[src/rtl/cmp_pkg.sv]
// Shared types and helpers for the magnitude-comparator search controller and its bench.
package cmp_pkg;

    typedef enum logic [2:0] {
        IDLE,
        DRIVE,
        UPDATE,
        DONE,
        ERR
    } state_t;

    // Bit positions of the {A>B, A==B, A<B} flag vector.
    localparam int FLAG_GT = 2;
    localparam int FLAG_EQ = 1;
    localparam int FLAG_LT = 0;

    function automatic logic is_onehot3(input logic [2:0] flags);
        return (flags == 3'b001) || (flags == 3'b010) || (flags == 3'b100);
    endfunction

endpackage

[src/rtl/cmp_search_ctrl_if.sv]
// Guess/result handshake between the search controller and the magnitude comparator.
interface cmp_search_ctrl_if #(
    parameter int WIDTH = 2
);
    logic [WIDTH-1:0] guess;
    logic             guess_valid;
    logic             res_valid;
    logic             a_gt_b;
    logic             a_eq_b;
    logic             a_lt_b;

    modport master (
        output guess, guess_valid,
        input  res_valid, a_gt_b, a_eq_b, a_lt_b
    );

    modport slave (
        input  guess, guess_valid,
        output res_valid, a_gt_b, a_eq_b, a_lt_b
    );
endinterface

[src/rtl/cmp_search_timer.sv]
// Per-probe wait counter; expired flags the TIMEOUT-th consecutive waiting cycle.
module cmp_search_timer #(
    parameter int TIMEOUT = 16
) (
    input  logic clk,
    input  logic rst,
    input  logic clear,
    input  logic enable,
    output logic expired
);
    localparam int CW = $clog2(TIMEOUT + 1);

    logic [CW-1:0] count_reg;

    always_ff @(posedge clk) begin
        if (rst || clear) begin
            count_reg <= '0;
        end else if (enable) begin
            count_reg <= count_reg + 1'b1;
        end
    end

    // Fires combinationally so the FSM leaves DRIVE exactly after TIMEOUT waiting cycles.
    assign expired = enable && (count_reg == CW'(TIMEOUT - 1));

endmodule

[src/rtl/cmp_search_ctrl.sv]
// Binary-search initiator: drives operand B of the comparator and narrows [lo, hi]
// until the comparator reports equality, the interval is exhausted, or a protocol error.
module cmp_search_ctrl
    import cmp_pkg::*;
#(
    parameter int WIDTH   = 2,
    parameter int TIMEOUT = 16
) (
    input  logic                          clk,
    input  logic                          rst,
    input  logic                          start,
    cmp_search_ctrl_if.master             cmp,
    output logic                          busy,
    output logic                          done,
    output logic                          found,
    output logic [WIDTH-1:0]              result,
    output logic [$clog2(WIDTH+2)-1:0]    steps,
    output logic                          error
);
    localparam int                SW          = $clog2(WIDTH + 2);
    localparam logic [SW:0]       MAX_STEPS   = (SW+1)'(WIDTH + 1);
    localparam logic [WIDTH-1:0]  ALL_ONES    = {WIDTH{1'b1}};
    localparam logic [WIDTH-1:0]  START_GUESS = ALL_ONES >> 1;

    state_t           state_reg;
    logic [WIDTH-1:0] lo_reg;
    logic [WIDTH-1:0] hi_reg;
    logic [WIDTH-1:0] guess_reg;
    logic             guess_valid_reg;
    logic             busy_reg;
    logic             done_reg;
    logic             found_reg;
    logic [WIDTH-1:0] result_reg;
    logic [SW-1:0]    steps_reg;
    logic             error_reg;

    logic [2:0]       flags;
    logic [WIDTH:0]   sum_w;
    logic [WIDTH-1:0] mid_w;
    logic [SW:0]      steps_inc;
    logic             timer_expired;
    logic             in_drive;

    assign flags[FLAG_GT] = cmp.a_gt_b;
    assign flags[FLAG_EQ] = cmp.a_eq_b;
    assign flags[FLAG_LT] = cmp.a_lt_b;

    // Sum carried at WIDTH+1 bits so lo+hi never wraps.
    assign sum_w     = {1'b0, lo_reg} + {1'b0, hi_reg};
    assign mid_w     = WIDTH'(sum_w >> 1);
    assign steps_inc = {1'b0, steps_reg} + (SW+1)'(1);
    assign in_drive  = (state_reg == DRIVE);

    cmp_search_timer #(
        .TIMEOUT (TIMEOUT)
    ) u_timer (
        .clk     (clk),
        .rst     (rst),
        .clear   (!in_drive || cmp.res_valid),
        .enable  (in_drive && !cmp.res_valid),
        .expired (timer_expired)
    );

    always_ff @(posedge clk) begin
        if (rst) begin
            state_reg       <= IDLE;
            lo_reg          <= '0;
            hi_reg          <= ALL_ONES;
            guess_reg       <= '0;
            guess_valid_reg <= 1'b0;
            busy_reg        <= 1'b0;
            done_reg        <= 1'b0;
            found_reg       <= 1'b0;
            result_reg      <= '0;
            steps_reg       <= '0;
            error_reg       <= 1'b0;
        end else begin
            case (state_reg)
                IDLE, DONE, ERR: begin
                    if (start) begin
                        lo_reg          <= '0;
                        hi_reg          <= ALL_ONES;
                        steps_reg       <= '0;
                        done_reg        <= 1'b0;
                        found_reg       <= 1'b0;
                        result_reg      <= '0;
                        error_reg       <= 1'b0;
                        guess_reg       <= START_GUESS;
                        guess_valid_reg <= 1'b1;
                        busy_reg        <= 1'b1;
                        state_reg       <= DRIVE;
                    end
                end
                DRIVE: begin
                    if (cmp.res_valid) begin
                        guess_valid_reg <= 1'b0;
                        // Only inconsistent flags can push the count past WIDTH+1.
                        if (steps_inc > MAX_STEPS || !is_onehot3(flags)) begin
                            if (steps_inc <= MAX_STEPS) begin
                                steps_reg <= steps_inc[SW-1:0];
                            end
                            busy_reg  <= 1'b0;
                            error_reg <= 1'b1;
                            state_reg <= ERR;
                        end else begin
                            steps_reg <= steps_inc[SW-1:0];
                            if (flags[FLAG_EQ]) begin
                                found_reg  <= 1'b1;
                                result_reg <= guess_reg;
                                done_reg   <= 1'b1;
                                busy_reg   <= 1'b0;
                                state_reg  <= DONE;
                            end else if (flags[FLAG_GT] && guess_reg == hi_reg) begin
                                done_reg  <= 1'b1;
                                busy_reg  <= 1'b0;
                                state_reg <= DONE;
                            end else if (flags[FLAG_LT] && guess_reg == lo_reg) begin
                                done_reg  <= 1'b1;
                                busy_reg  <= 1'b0;
                                state_reg <= DONE;
                            end else if (flags[FLAG_GT]) begin
                                lo_reg    <= guess_reg + 1'b1;
                                state_reg <= UPDATE;
                            end else begin
                                hi_reg    <= guess_reg - 1'b1;
                                state_reg <= UPDATE;
                            end
                        end
                    end else if (timer_expired) begin
                        guess_valid_reg <= 1'b0;
                        busy_reg        <= 1'b0;
                        error_reg       <= 1'b1;
                        state_reg       <= ERR;
                    end
                end
                UPDATE: begin
                    guess_reg       <= mid_w;
                    guess_valid_reg <= 1'b1;
                    state_reg       <= DRIVE;
                end
                default: begin
                    state_reg <= IDLE;
                end
            endcase
        end
    end

    assign cmp.guess       = guess_reg;
    assign cmp.guess_valid = guess_valid_reg;
    assign busy            = busy_reg;
    assign done            = done_reg;
    assign found           = found_reg;
    assign result          = result_reg;
    assign steps           = steps_reg;
    assign error           = error_reg;

endmodule
[src/flat_wrapper.sv]
// flat-port wrapper written by rule: the top's interface ports become plain ports
module cmp_search_ctrl_flat import cmp_pkg::*;
#(
    parameter int WIDTH   = 2,
    parameter int TIMEOUT = 16
)
  (clk, rst, start, busy, done, found, result, steps, error, cmp_guess, cmp_guess_valid, cmp_res_valid, cmp_a_gt_b, cmp_a_eq_b, cmp_a_lt_b);
  cmp_search_ctrl_if #(.WIDTH(WIDTH)) cmp_i ();
  input  logic clk;
  input  logic rst;
  input  logic start;
  output logic busy;
  output logic done;
  output logic found;
  output logic [WIDTH-1:0] result;
  output logic [$clog2(WIDTH+2)-1:0] steps;
  output logic error;
  output wire logic [$bits(cmp_i.guess)-1:0] cmp_guess;
  output wire logic [$bits(cmp_i.guess_valid)-1:0] cmp_guess_valid;
  input wire logic [$bits(cmp_i.res_valid)-1:0] cmp_res_valid;
  input wire logic [$bits(cmp_i.a_gt_b)-1:0] cmp_a_gt_b;
  input wire logic [$bits(cmp_i.a_eq_b)-1:0] cmp_a_eq_b;
  input wire logic [$bits(cmp_i.a_lt_b)-1:0] cmp_a_lt_b;
  assign cmp_guess = cmp_i.guess;
  assign cmp_guess_valid = cmp_i.guess_valid;
  assign cmp_i.res_valid = cmp_res_valid;
  assign cmp_i.a_gt_b = cmp_a_gt_b;
  assign cmp_i.a_eq_b = cmp_a_eq_b;
  assign cmp_i.a_lt_b = cmp_a_lt_b;
  cmp_search_ctrl #(.WIDTH(WIDTH), .TIMEOUT(TIMEOUT)) u_core (.clk(clk), .rst(rst), .start(start), .cmp(cmp_i), .busy(busy), .done(done), .found(found), .result(result), .steps(steps), .error(error));
endmodule
[config.mk]
export PLATFORM = sky130hd
export DESIGN_NAME = cmp_search_ctrl_flat
export DESIGN_NICKNAME = d
export VERILOG_FILES = /design/src/rtl/cmp_pkg.sv /design/src/rtl/cmp_search_ctrl_if.sv /design/src/rtl/cmp_search_timer.sv /design/src/rtl/cmp_search_ctrl.sv /design/src/flat_wrapper.sv
export SDC_FILE = /design/constraint.sdc
export NUM_CORES = 1
export LEC_CHECK = 0
export BUFFER_PORTS_ARGS = -buffer_cell sky130_fd_sc_hd__clkbuf_2
export CAP_MARGIN = 25
export CORE_ASPECT_RATIO = 0.6
export CORE_MARGIN = 4
export CORE_UTILIZATION = 36
export CTS_BUF_LIST = sky130_fd_sc_hd__clkbuf_4
export DETAILED_ROUTE_END_ITERATION = 8
export GPL_TIMING_DRIVEN = 0
export PLACE_DENSITY = 0.58
export SLEW_MARGIN = 20
export SYNTH_ARGS = -nofsm -noshare
export SYNTH_HDL_FRONTEND = slang
export SYNTH_HIERARCHICAL = 1
export SYNTH_SLANG_ARGS = --single-unit
[constraint.sdc]
create_clock -name clk -period 2.85 [get_ports clk]
set_input_delay 0.285 -clock clk [delete_from_list [all_inputs] [get_ports clk]]
set_output_delay 0.285 -clock clk [all_outputs]
set_load 0.02 [all_outputs]
==> reports/qor.yml <==
status: "finished, final reports clean"
synth_top_cell_area_share_pct: 35.80
firstDrtPassIters: 4
port_buffers: 17
worstPathRequired_ns: 3.05
yosysSeqAreaShare_pct: 35.80
drive_above_1_share_pct: 22.56
wl_per_cell_um: 12.97
cp_top_family: "simple AND/OR/NAND/NOR gates"
numClockSinks: 23
finalHoldViolations: 0
cts_hold_buf: 0
grt_pass1_vias: 980
dieWidth_um: 85.17
fin_nets: 176
first_iter_violations: 56
setup_viol: 0
final_util_pct: 43.60
fin_crit_ns: 2.151
cp_data_arrival_time_ns: 2.35
num_io_pins: 18
grt_pass1_wl_um: 4774
antenna-diode-count: 0
place.gp.congestion: 0.9075
final_cell_mix: "23 x dfxtp_1, 18 x nor2_1, 17 x clkbuf_2"
worst_slew_pin_slew_ns: 0.5264
cts_resized: 0
ys_types: 46
ys_seq_elements: 23
largest_reg_flops: 5
die_area_um2: 4624
synth_cells: 143
core_um2: 3343
maxCapViolCount: 0
crit_chain: "nand2b_1, or3_1, inv_1, buf_6, and2_1, o21bai_1, a21oi_1, a21oi_1, a21oi_1, a21oi_1"
grt_usage_pct: 13.13
synth.avg_cell_area_um2: 8.995
synth_nets: 154
slew-limit-headroom_pct: 64.67
area_growth_pct: 13.33
grt_max_degree: 15
clock-skew-final_ns: 0.005862
fin_total_pwr_uw: 629.1
slowest_stage: "dfxtp_1"
worstPathBufferInverterCount: 2
mostFrequentLayoutCell: "dfxtp_1"
rsz0062_at_grt: "no"
fin_setup_tns_ns: 0
ys.warnings.count: 6
clk_pin_slew_worst_paths_ns: 0.13
fin_crit_sh_pct: 75.49
clockRootBuffer: "clkbuf_4"
drc: 0
cts_tree: "yes"
post_cts_buffers: 0
cts_buffers: 3
die_y_um: 54.30
antenna_found_initial: 0
irDropWorstVdd_uv: 151.5
fmax_ghz: 0.4648
slew_viol_final: 0
via_per_inst: 5.091
routed_wl_um: 2711
critPathLaunchType: "flip-flop"
min_path_type: "in -> reg"
dp_hpwl_um: 2162
crit_type: "reg -> reg"
cp_max_fo: 8
nFillCells: 329
cpPeakStageDelay_ns: 0.49
htree_levels: 1
power.density_nw_per_um2: 431.6
detail-route-antenna-nets: 0
row_count: 16
yosysTopAreaCell: "dfxtp_1"
grt_overflow: 0
initial_core_util_pct: 38.47
leakage_uw: 0.0005867
clkLatencyLatePin_ns: 0.32
syn-cell-area_um2: 1286
clockBufferDepth: 2
crit_path_end_kind: "flip-flop"
synthTopCellsByArea: "dfxtp_1 36%, nor2_1 5.3%, mux2i_1 4.7%"
route.vias.total: 1064
crit_top_cell: "a21oi_1"
[cell families after synthesis]
logic type	Yosys count	synth area share, %
AOI/OAI and AO/OA	23	11.48
muxes	9	7.587
and+or+nand+nor	65	30.84
buffers and inverters	10	3.697
adders and majority gates	4	4.475
xor gates and xnor gates	9	6.129
DFF	23	35.80
[worst register-to-register path, delay by kind of cell (launching register included)]
kind | cells | cell delay (ns)
AOI/OAI and AO/OA | 5 | 0.57
buffers and inverters | 2 | 0.22
DFF | 1 | 0.49
and+or+nand+nor | 3 | 0.75
[Yosys cell counts, drive strengths merged]
cell type,number
o21ai,4
mux2i,6
mux2,3
or3b,2
or3,3
and2,3
nor3b,2
o21bai,1
nand2,9
nor2,18
nand2b,3
and3,1
o31ai,2
nand4,2
nand4bb,1
or2,5
a311oi,1
nor3,7
a211oi,1
inv,5
nor4b,1
ha,3
nand3,2
clkbuf,2
xor2,3
fa,1
a21bo,1
or4b,1
a21oi,11
nor4,1
nand3b,2
dfxtp,23
nand4b,1
or2b,1
a22oi,2
buf,3
xnor2,6
[power by group]
group | leakage, uW | switching [uW] | internal (uW)
Clock | 0.0000139 | 103 | 53.6
Combinational | 0.000386 | 80.3 | 48.8
Sequential | 0.000187 | 10.3 | 333
Total | 0.000587 | 193 | 436
[layout make-up]
cell class              count  area, um^2  share of cell area [%]
multi-input cells         110       778.2                   53.39
flip-flops and latches     23       460.4                   31.59
repair buffers             17       85.08                   5.837
well taps                  45       56.30                   3.863
plain buffers               5       28.78                   1.974
clock buffers               3       22.52                   1.545
inverters                   5       18.77                   1.288
clock inverters             1       7.507                  0.5150
[stage by stage]
stage / std cells / cell area (um^2) / setup slack, ns / hold WS (ns)
6_report: 209 / 1458 / 0.6987 / 0.3063
3_5_place_dp: 205 / 1428 / 0.7369 / 0.4481
5_1_grt: 209 / 1458 / 0.5025 / 0.3130
4_1_cts: 209 / 1458 / 0.7186 / 0.2937
3_3_place_gp: 205 / 1428 / 0.7270 / 0.4341
2_1_floorplan: 143 / 1286 / 0.9939 / 0.3876
[worst paths after layout]
check | from | to | slack [ns] | cells past startpoint
setup / recovery | u_core/state_reg[0]$_SDFFE_PP0P_ | u_core/busy$_SDFFE_PP0P_ | 0.70 | 10
hold / removal | rst | u_core/state_reg[0]$_SDFFE_PP0P_ | 0.31 | 2
setup reg to reg | u_core/state_reg[0]$_SDFFE_PP0P_ | u_core/busy$_SDFFE_PP0P_ | 0.70 | 10
hold reg to reg | u_core/done$_SDFFE_PP0P_ | u_core/done$_SDFFE_PP0P_ | 0.47 | 2
[metal layers]
layer	routed length [um]	track usage, %
met5	0	0
met3	128	2.857
met2	1060	18.94
met1	1497	19.64
met4	25	3.158
No activity file was read; power rests on OpenSTA's default activity.
